`src/rtl/timer_host_pkg.sv`:
```
// Shared types for the machine-timer bus initiator: command ops, FSM states,
// timer register addresses and the per-op beat tables.
package timer_host_pkg;

    typedef enum logic [1:0] {
        RD_TIME = 2'd0,
        RD_CMP  = 2'd1,
        WR_CMP  = 2'd2,
        WR_TIME = 2'd3
    } op_e;

    typedef enum logic [1:0] {
        ST_IDLE  = 2'd0,
        ST_ISSUE = 2'd1,
        ST_WAIT  = 2'd2,
        ST_RESP  = 2'd3
    } state_e;

    localparam logic [4:0] MTIME_LO    = 5'd0;
    localparam logic [4:0] MTIME_HI    = 5'd4;
    localparam logic [4:0] MTIMECMP_LO = 5'd8;
    localparam logic [4:0] MTIMECMP_HI = 5'd16;

    // One 32-bit bus access of a command sequence.
    typedef struct packed {
        logic [4:0]  addr;
        logic        we;
        logic [31:0] wdata;
    } beat_t;

    // Number of bus beats a command needs.
    function automatic logic [1:0] op_beats(op_e op);
        return (op == RD_CMP) ? 2'd2 : 2'd3;
    endfunction

    // Bus access for a given op/beat index. Write orderings are chosen so
    // that mtimecmp never dips below its target (hi parked at all-ones first)
    // and mtime never carries into hi mid-sequence (lo cleared first).
    function automatic beat_t beat_of(op_e op, logic [1:0] beat, logic [63:0] d);
        beat_t b;
        b.addr  = MTIME_LO;
        b.we    = 1'b0;
        b.wdata = 32'h0;
        case ({op, beat})
            {RD_TIME, 2'd0}: b.addr = MTIME_HI;
            {RD_TIME, 2'd1}: b.addr = MTIME_LO;
            {RD_TIME, 2'd2}: b.addr = MTIME_HI;
            {RD_CMP,  2'd0}: b.addr = MTIMECMP_LO;
            {RD_CMP,  2'd1}: b.addr = MTIMECMP_HI;
            {WR_CMP,  2'd0}: begin b.addr = MTIMECMP_HI; b.we = 1'b1; b.wdata = 32'hFFFF_FFFF; end
            {WR_CMP,  2'd1}: begin b.addr = MTIMECMP_LO; b.we = 1'b1; b.wdata = d[31:0];      end
            {WR_CMP,  2'd2}: begin b.addr = MTIMECMP_HI; b.we = 1'b1; b.wdata = d[63:32];     end
            {WR_TIME, 2'd0}: begin b.addr = MTIME_LO;    b.we = 1'b1; b.wdata = 32'h0;        end
            {WR_TIME, 2'd1}: begin b.addr = MTIME_HI;    b.we = 1'b1; b.wdata = d[63:32];     end
            {WR_TIME, 2'd2}: begin b.addr = MTIME_LO;    b.we = 1'b1; b.wdata = d[31:0];      end
            default: ;
        endcase
        return b;
    endfunction

endpackage

```
`src/rtl/timer_host_ctrl.sv`:
```
// Bus initiator for the 64-bit machine timer: splits one 64-bit command into
// a sequence of single-outstanding 32-bit accesses, with tear-free mtime
// reads (hi/lo/hi with bounded retry), response timeout and error abort.
module timer_host_ctrl
    import timer_host_pkg::*;
#(
    parameter int DataWidth     = 32,
    parameter int TimeoutCycles = 8,
    parameter int MaxRetries    = 3
) (
    input  logic        clk_i,
    input  logic        rst_i,
    input  logic        cmd_valid_i,
    output logic        cmd_ready_o,
    input  logic [1:0]  cmd_op_i,
    input  logic [63:0] cmd_wdata_i,
    output logic        rsp_valid_o,
    input  logic        rsp_ready_i,
    output logic [63:0] rsp_data_o,
    output logic        rsp_err_o,
    output logic        timer_req_o,
    output logic [4:0]  timer_addr_o,
    output logic        timer_we_o,
    output logic [3:0]  timer_be_o,
    output logic [31:0] timer_wdata_o,
    input  logic        timer_rvalid_i,
    input  logic [31:0] timer_rdata_i,
    input  logic        timer_err_i
);

    // Parameter sanity, caught at elaboration.
    if (DataWidth != 32) begin : g_bad_width
        $error("timer_host_ctrl: DataWidth must be 32");
    end
    if (TimeoutCycles < 2) begin : g_bad_timeout
        $error("timer_host_ctrl: TimeoutCycles must be >= 2");
    end
    if (MaxRetries < 1) begin : g_bad_retries
        $error("timer_host_ctrl: MaxRetries must be >= 1");
    end

    localparam int TW = $clog2(TimeoutCycles);
    localparam int RW = (MaxRetries > 1) ? $clog2(MaxRetries) : 1;
    localparam logic [TW-1:0] TMO_LAST   = TW'(TimeoutCycles - 1);
    localparam logic [RW-1:0] RETRY_LAST = RW'(MaxRetries - 1);

    state_e        state;
    op_e           op;
    logic [63:0]   wdata;
    logic [1:0]    beat;
    logic [RW-1:0] retry;
    logic [TW-1:0] tmo;
    logic [31:0]   h1;
    logic [31:0]   lo;

    beat_t first_b;
    beat_t next_b;
    beat_t restart_b;
    logic  last;
    logic  hi_match;
    logic  retry_out;

    // Bus access lookups for the accepting command, the following beat and
    // a restart of the current op; plus the end-of-sequence decisions.
    always_comb begin
        first_b   = beat_of(op_e'(cmd_op_i), 2'd0, cmd_wdata_i);
        next_b    = beat_of(op, beat + 2'd1, wdata);
        restart_b = beat_of(op, 2'd0, wdata);
        last      = (beat == (op_beats(op) - 2'd1));
        hi_match  = (timer_rdata_i == h1);
        retry_out = (retry == RETRY_LAST);
    end

    assign timer_be_o = 4'hF;

    // Command FSM: IDLE -> ISSUE -> WAIT (-> ISSUE per beat) -> RESP -> IDLE.
    // All bus and response outputs are registered here. The request for a
    // beat is launched on the edge that enters ISSUE, so req is high for
    // exactly the ISSUE cycle. The response is posted one edge after RESP is
    // entered, with data/err already settled.
    always_ff @(posedge clk_i or posedge rst_i) begin
        if (rst_i) begin
            state         <= ST_IDLE;
            op            <= RD_TIME;
            wdata         <= 64'h0;
            beat          <= 2'd0;
            retry         <= '0;
            tmo           <= '0;
            h1            <= 32'h0;
            lo            <= 32'h0;
            cmd_ready_o   <= 1'b1;
            rsp_valid_o   <= 1'b0;
            rsp_data_o    <= 64'h0;
            rsp_err_o     <= 1'b0;
            timer_req_o   <= 1'b0;
            timer_addr_o  <= 5'd0;
            timer_we_o    <= 1'b0;
            timer_wdata_o <= 32'h0;
        end else begin
            case (state)
                ST_IDLE: begin
                    if (cmd_valid_i) begin
                        op            <= op_e'(cmd_op_i);
                        wdata         <= cmd_wdata_i;
                        beat          <= 2'd0;
                        retry         <= '0;
                        rsp_data_o    <= 64'h0;
                        rsp_err_o     <= 1'b0;
                        cmd_ready_o   <= 1'b0;
                        timer_req_o   <= 1'b1;
                        timer_addr_o  <= first_b.addr;
                        timer_we_o    <= first_b.we;
                        timer_wdata_o <= first_b.wdata;
                        state         <= ST_ISSUE;
                    end
                end

                ST_ISSUE: begin
                    timer_req_o <= 1'b0;
                    timer_we_o  <= 1'b0;
                    tmo         <= '0;
                    state       <= ST_WAIT;
                end

                ST_WAIT: begin
                    if (timer_rvalid_i) begin
                        if (timer_err_i) begin
                            // Abort: remaining beats are dropped.
                            rsp_data_o <= 64'h0;
                            rsp_err_o  <= 1'b1;
                            state      <= ST_RESP;
                        end else if (last) begin
                            case (op)
                                RD_TIME: begin
                                    if (hi_match) begin
                                        rsp_data_o <= {h1, lo};
                                        state      <= ST_RESP;
                                    end else if (retry_out) begin
                                        rsp_data_o <= 64'h0;
                                        rsp_err_o  <= 1'b1;
                                        state      <= ST_RESP;
                                    end else begin
                                        // lo wrapped between the hi reads: start over.
                                        retry         <= retry + 1'b1;
                                        beat          <= 2'd0;
                                        timer_req_o   <= 1'b1;
                                        timer_addr_o  <= restart_b.addr;
                                        timer_we_o    <= restart_b.we;
                                        timer_wdata_o <= restart_b.wdata;
                                        state         <= ST_ISSUE;
                                    end
                                end
                                RD_CMP: begin
                                    rsp_data_o <= {timer_rdata_i, lo};
                                    state      <= ST_RESP;
                                end
                                default: begin
                                    rsp_data_o <= 64'h0;
                                    state      <= ST_RESP;
                                end
                            endcase
                        end else begin
                            // Capture intermediate read words; harmless for writes.
                            if (op == RD_TIME && beat == 2'd0) begin
                                h1 <= timer_rdata_i;
                            end else begin
                                lo <= timer_rdata_i;
                            end
                            beat          <= beat + 2'd1;
                            timer_req_o   <= 1'b1;
                            timer_addr_o  <= next_b.addr;
                            timer_we_o    <= next_b.we;
                            timer_wdata_o <= next_b.wdata;
                            state         <= ST_ISSUE;
                        end
                    end else if (tmo == TMO_LAST) begin
                        // Gave up on this beat; any later rvalid lands outside WAIT.
                        rsp_data_o <= 64'h0;
                        rsp_err_o  <= 1'b1;
                        state      <= ST_RESP;
                    end else begin
                        tmo <= tmo + 1'b1;
                    end
                end

                ST_RESP: begin
                    if (!rsp_valid_o) begin
                        rsp_valid_o <= 1'b1;
                    end else if (rsp_ready_i) begin
                        rsp_valid_o <= 1'b0;
                        cmd_ready_o <= 1'b1;
                        state       <= ST_IDLE;
                    end
                end

                default: state <= ST_IDLE;
            endcase
        end
    end

endmodule

```
`config.mk`:
```
export PLATFORM = sky130hd
export DESIGN_NAME = timer_host_ctrl
export DESIGN_NICKNAME = d
export VERILOG_FILES = /design/src/rtl/timer_host_pkg.sv /design/src/rtl/timer_host_ctrl.sv
export SDC_FILE = /design/constraint.sdc
export NUM_CORES = 1
export LEC_CHECK = 0
export CORE_UTILIZATION = 50
export DETAILED_ROUTE_END_ITERATION = 10
export GPL_TIMING_DRIVEN = 0
export HOLD_SLACK_MARGIN = 0.03
export PLACE_DENSITY_LB_ADDON = 0.1
export SLEW_MARGIN = 20
export SYNTH_ARGS = -nofsm -noshare
export SYNTH_HDL_FRONTEND = slang
export SYNTH_SLANG_ARGS = --single-unit
```
`constraint.sdc`:
```
create_clock -name clk_i -period 11.9 [get_ports clk_i]
set_clock_uncertainty 0.2 [all_clocks]
set_input_delay 2.38 -clock clk_i [delete_from_list [all_inputs] [get_ports clk_i]]
set_output_delay 2.38 -clock clk_i [all_outputs]
set_load 0.02 [all_outputs]
```
======== Word level (Yosys, flattened, before mapping) ========
Cells that the tools add are included.
operators by class
  add/subtract/negate cells ............... 4
  multiply operators ...................... 0
  divide/modulo/power cells ............... 0
  magnitude comparators ................... 0
  eq/ne operators ......................... 42
  shifts and indexed selects .............. 0
  mux-type cells .......................... 90
  bitwise logic cells ..................... 3
  reductions and logical operators ........ 26
operators by type and width
  kind                  count
  $mux W64              7
  $pmux W64 S2          2
  $mux W32              7
  $pmux W33 S2          2
  $pmux W33 S4          1
  $pmux W32 S2          1
  $mux W2               23
  $mux W5               7
  $eq A32 B32 Y1        1
  $mux W1               27
  $eq A4 B4 Y1 const B  6
  $ne A2 B2 Y1 const B  11
  $reduce_and A7 Y1     3
  $pmux W5 S4           1
  $ne A4 B4 Y1 const B  4
  $pmux W5 S3           1
  $reduce_and A5 Y1     3
  $eq A2 B2 Y1 const B  7
  $ne A3 B3 Y1 const B  4
  $pmux W5 S2           1
  $eq A4 B3 Y1 const B  2
  $logic_not A2 Y1      4
  $pmux W2 S2           2
  $pmux W2 S4           1
  other kinds (23)      37
storage, ports and cells
  flip-flop bits (word level) ............. 245
  latch bits .............................. 0
  bits in writable memories ............... 0
  ROM bits ................................ 0
  logic and storage cells ................. 181
  memories kept ........................... 0

======== Logic depth before layout (Yosys ltp) ========
  depth in word-level cells ............... 9
  gate-level depth with buffers ........... 10

======== Worst setup path before layout ========
Ideal clock, no wire load.
  kind .................................... in2reg
  start point ............................. input timer_rdata_i[9]
  end point ............................... register rsp_data_o[0]
  setup time .............................. 0.125 ns
  arrival time ............................ 4.349 ns
  path slack .............................. 7.226 ns
  cell stages on the path ................. 7
  path through ............................ xnor2_1 nand4_1 nor4_2 nand2_2 a2111oi_4 buf_6 mux2_4
on the way
  cells in the longest elaborated chain, start to end .. 7
RTL lines
  item                  RTL line                text
  from (decl)           timer_host_ctrl.sv:27   input logic [31:0] timer_rdata_i,
  $eq A32 B32 Y1 (*)    timer_host_ctrl.sv:70   hi_match = (timer_rdata_i == h1);
  $mux W64              timer_host_ctrl.sv:135  if (hi_match) begin
  $pmux W64 S2          timer_host_ctrl.sv:133  case (op)
  $mux W64              timer_host_ctrl.sv:132  end else if (last) begin
  $mux W64              timer_host_ctrl.sv:127  if (timer_err_i) begin
  $mux W64              timer_host_ctrl.sv:126  if (timer_rvalid_i) begin
  $pmux W64 S2          timer_host_ctrl.sv:100  case (state)
  to (signal assigned)  timer_host_ctrl.sv:136  rsp_data_o <= {h1, lo};
  to (signal assigned)  timer_host_ctrl.sv:154  rsp_data_o <= {timer_rdata_i, lo};
  to (decl)             timer_host_ctrl.sv:19   output logic [63:0] rsp_data_o,
Mark *: on every way between the ends. The rest lies on a longest branch, timed or not. The select of a mux whose other input is x is not followed.
A chain may end at the register's enable or synchronous reset.

======== Worst setup path after layout ========
  start point ............................. input timer_rdata_i[1]
  end point ............................... register rsp_data_o[35]
The elaborated chain is that of the path after synthesis.

==> metrics.cfg <==
[outcome]
status = finished, violations left
violations = DRC

[synthesis]
syn_area_sq_um = 11370
synthTopCellsByArea = dfrtp_1 53%, mux2_2 17%, mux2_4 7.9%
synth.distinct_cells = 53
async_flop_share = 1.000
synth_ff_type = dfrtp_1
yosys.area.top_type = dfrtp_1
ys_seq_area_frac = 0.5350
ys_ff_latch = 243
synth_edf_count = 0
syn_inst = 830
yosysMostFrequentCell = dfrtp_1
avgSynthCellArea_sq_um = 13.70
ys_warn_count = 0
yosysTopAreaCellShare = 0.5327
synth_common_cells = 242 x dfrtp_1, 170 x mux2_2, 60 x mux2_4

[grt]
grt_max_degree = 90
grt_usage = 0.2325
grt_pass1_wl_microns = 43150
grt_overflow = 0
first_global_vias = 7725
antenna_found_initial = 0

[timing]
setup_viol = 0
slew_violations = 0
fmax_ghz = 0.1844
timing.final.crit_share = 0.4556
tightest_slew_ps = 1125
timing.final.crit_period_ps = 5422
hold_slack_ps = 286.6
hold_viol_final = 0
rsz0062_at_grt = no
timing.slew.headroom = 0.2498
tns_ps = 0

[setup_path]
cp.arrival_ps = 5630
crit_fanout = 10
cp_num_buf_inv = 2
path_class = input port to flip-flop
critPathCaptureType = flip-flop
start_kind = input port
crit_chain = clkdlybuf4s50_1, xnor2_1, nand4_1, nor4_2, nand2_2, a2111oi_4, buf_6, mux2_4
max_stage_delay_ps = 990
cp_slowest_cell = a2111oi_4
cp.required_ps = 12100
cp_top_family = compound AO/OA/AOI/OAI gates

[pwr]
p_switching_w = 0.001175
p_leak_nw = 6.268
pwr-share-seq = 0.373
pwr-share-comb = 0.381
ir_worst_vdd_v = 0.0001307
powerDensity_nw_per_um2 = 239.6
p_sw_frac = 0.3311
p_clk_frac = 0.246
p_int_w = 0.002373

[clock_tree]
insertion_delay_ps = 520
cts_buffers = 26
cts-root-buf = clkbuf_16
holdBufCountCts = 0
cts.clk_slew.worst_paths_ps = 60
cts.sinks = 243
post-cts-setup-buffer-count = 0
h-tree-depth = 1
clockBufferDepth = 3
cts_tree = yes
cts_resized = 0

[placed_design]
gp_congestion = 0.8036
port_buffers = 207
hpwl_microns = 19160

[final_layout]
diodes = 0
nets = 1185
seqCellArea_sq_um = 6082
multi_input_area_sq_um = 4949
drive_gt1_frac = 0.2810
area_delta_synth_final_pct = 30.27
n_fill_cell = 1668

[die]
fp.dieW_microns = 152.8
rows = 54
fp.coreArea_sq_um = 22030
initial_core_util = 0.5161
pin_count = 214
die_area_sq_um = 23340
fp.dieH_microns = 152.8

[detailed_routing]
drt_iter0_markers = 272
postRouteAntennaNets = 0
route.detailed.drc = 12
dr_total_vias = 7635
dr.pass1.iters = 10
routedWlPerCell_microns = 19.64
wirelength_microns = 26890
via_per_inst = 5.577

[worst_hold_path]
min_path_type = flip-flop to flip-flop

[flow_run]
cap_violations = 0

==> path summary, 6_finish.rpt <==
kind                                  start                end  slack [ps]  depth (start not counted)
min in group asynchronous             rst_i  timer_wdata_o[22]        2180                          2
max                        timer_rdata_i[1]     rsp_data_o[35]        6480                          8
min                                  tmo[0]             tmo[0]         290                          1
max reg2reg                           h1[1]     rsp_data_o[35]        8480                          7
max in group asynchronous             rst_i             h1[20]        8480                          3
min reg2reg                          tmo[0]             tmo[0]         290                          1
==> routing by layer <==
layer  share of wire  global-route usage  up-vias  wire length [microns]
met3           0.072             0.05830       32                   1924
met5               0                   0        -                      0
met1            0.45              0.3243     3824                  12140
met4           0.014             0.04618        0                    367
li1                -                   -     3555                      -
met2            0.46              0.3694      224                  12450
==> per-stage QoR <==
step	total power, W	setup WS (ps)	util	instances	area [sq um]
after floorplan	0.002251	2648	-	834	11380
after global placement	0.002654	-518.1	0.6268	1321	13810
after detailed placement	0.002688	5954	0.6296	1323	13870
after CTS	0.003570	6484	0.6721	1369	14800
after global routing	0.003740	6373	0.6723	1369	14810
final	0.003548	6478	0.6723	1369	14810
==> power by group through the flow <==
stage	Sequential [W]	Combinational (W)	Clock [W]
after floorplan	0.00136	0.000888	0
after global placement	0.00132	0.00133	0
after detailed placement	0.00133	0.00135	0
after CTS	0.00132	0.00136	0.000887
after global routing	0.00136	0.00145	0.000923
final	0.00132	0.00135	0.000874
==> state kept, by name, summed over array words and instances (netlist names) <==
register       cells
tmo                3
timer_we_o         1
op                 2
state              2
timer_req_o        1
beat               2
wdata             64
rsp_valid_o        1
timer_addr_o       3
retry              2
timer_wdata_o     32
h1                32
cmd_ready_o        1
rsp_data_o        64
rsp_err_o          1
lo                32
==> worst reg2reg max path: cells and delay by family, from the launching register on <==
family	cells	cell delay, ps
AOI/OAI and AO/OA	1	990
and+or+nand+nor	3	850
DFF	1	400
muxes	1	320
buffers and inverters	1	310
xor gates and xnor gates	1	240
==> area by class of cell <==
class                      count  area share
clock buffer                  39     0.05407
timing repair buffer         209      0.1436
tap                          280     0.02366
sequential                   243      0.4107
clock inverter                 7    0.009125
multi-input combinational    516      0.3342
buffer                        65     0.02163
inverter                      10    0.003042
==> cells in the final DEF (no fill, tap or decap), drive strengths merged, types with 13 or more instances in the layout <==
master         Yosys  final
nand2             19     19
nor4b             33     33
a221oi            32     32
mux2             230    230
dfrtp            242    242
xnor2             32     32
nor2              13     13
a22o              32     32
buf               26     28
clkdlybuf4s50      0    207
clkbuf            39     78
o21ai             43     43
==> logic make-up after synthesis <==
group	Yosys count	share of synthesized area
flip-flops	243	0.5350
AND/OR/NAND/NOR	100	0.05811
buffers and inverters	75	0.03148
XOR/XNOR	32	0.02465
other	2	0.0006606
AO/OA/AOI/OAI	133	0.08596
multiplexers	235	0.2531
adder cells (fa/ha/maj)	10	0.01101
No activity file was read; power rests on OpenSTA's default activity.
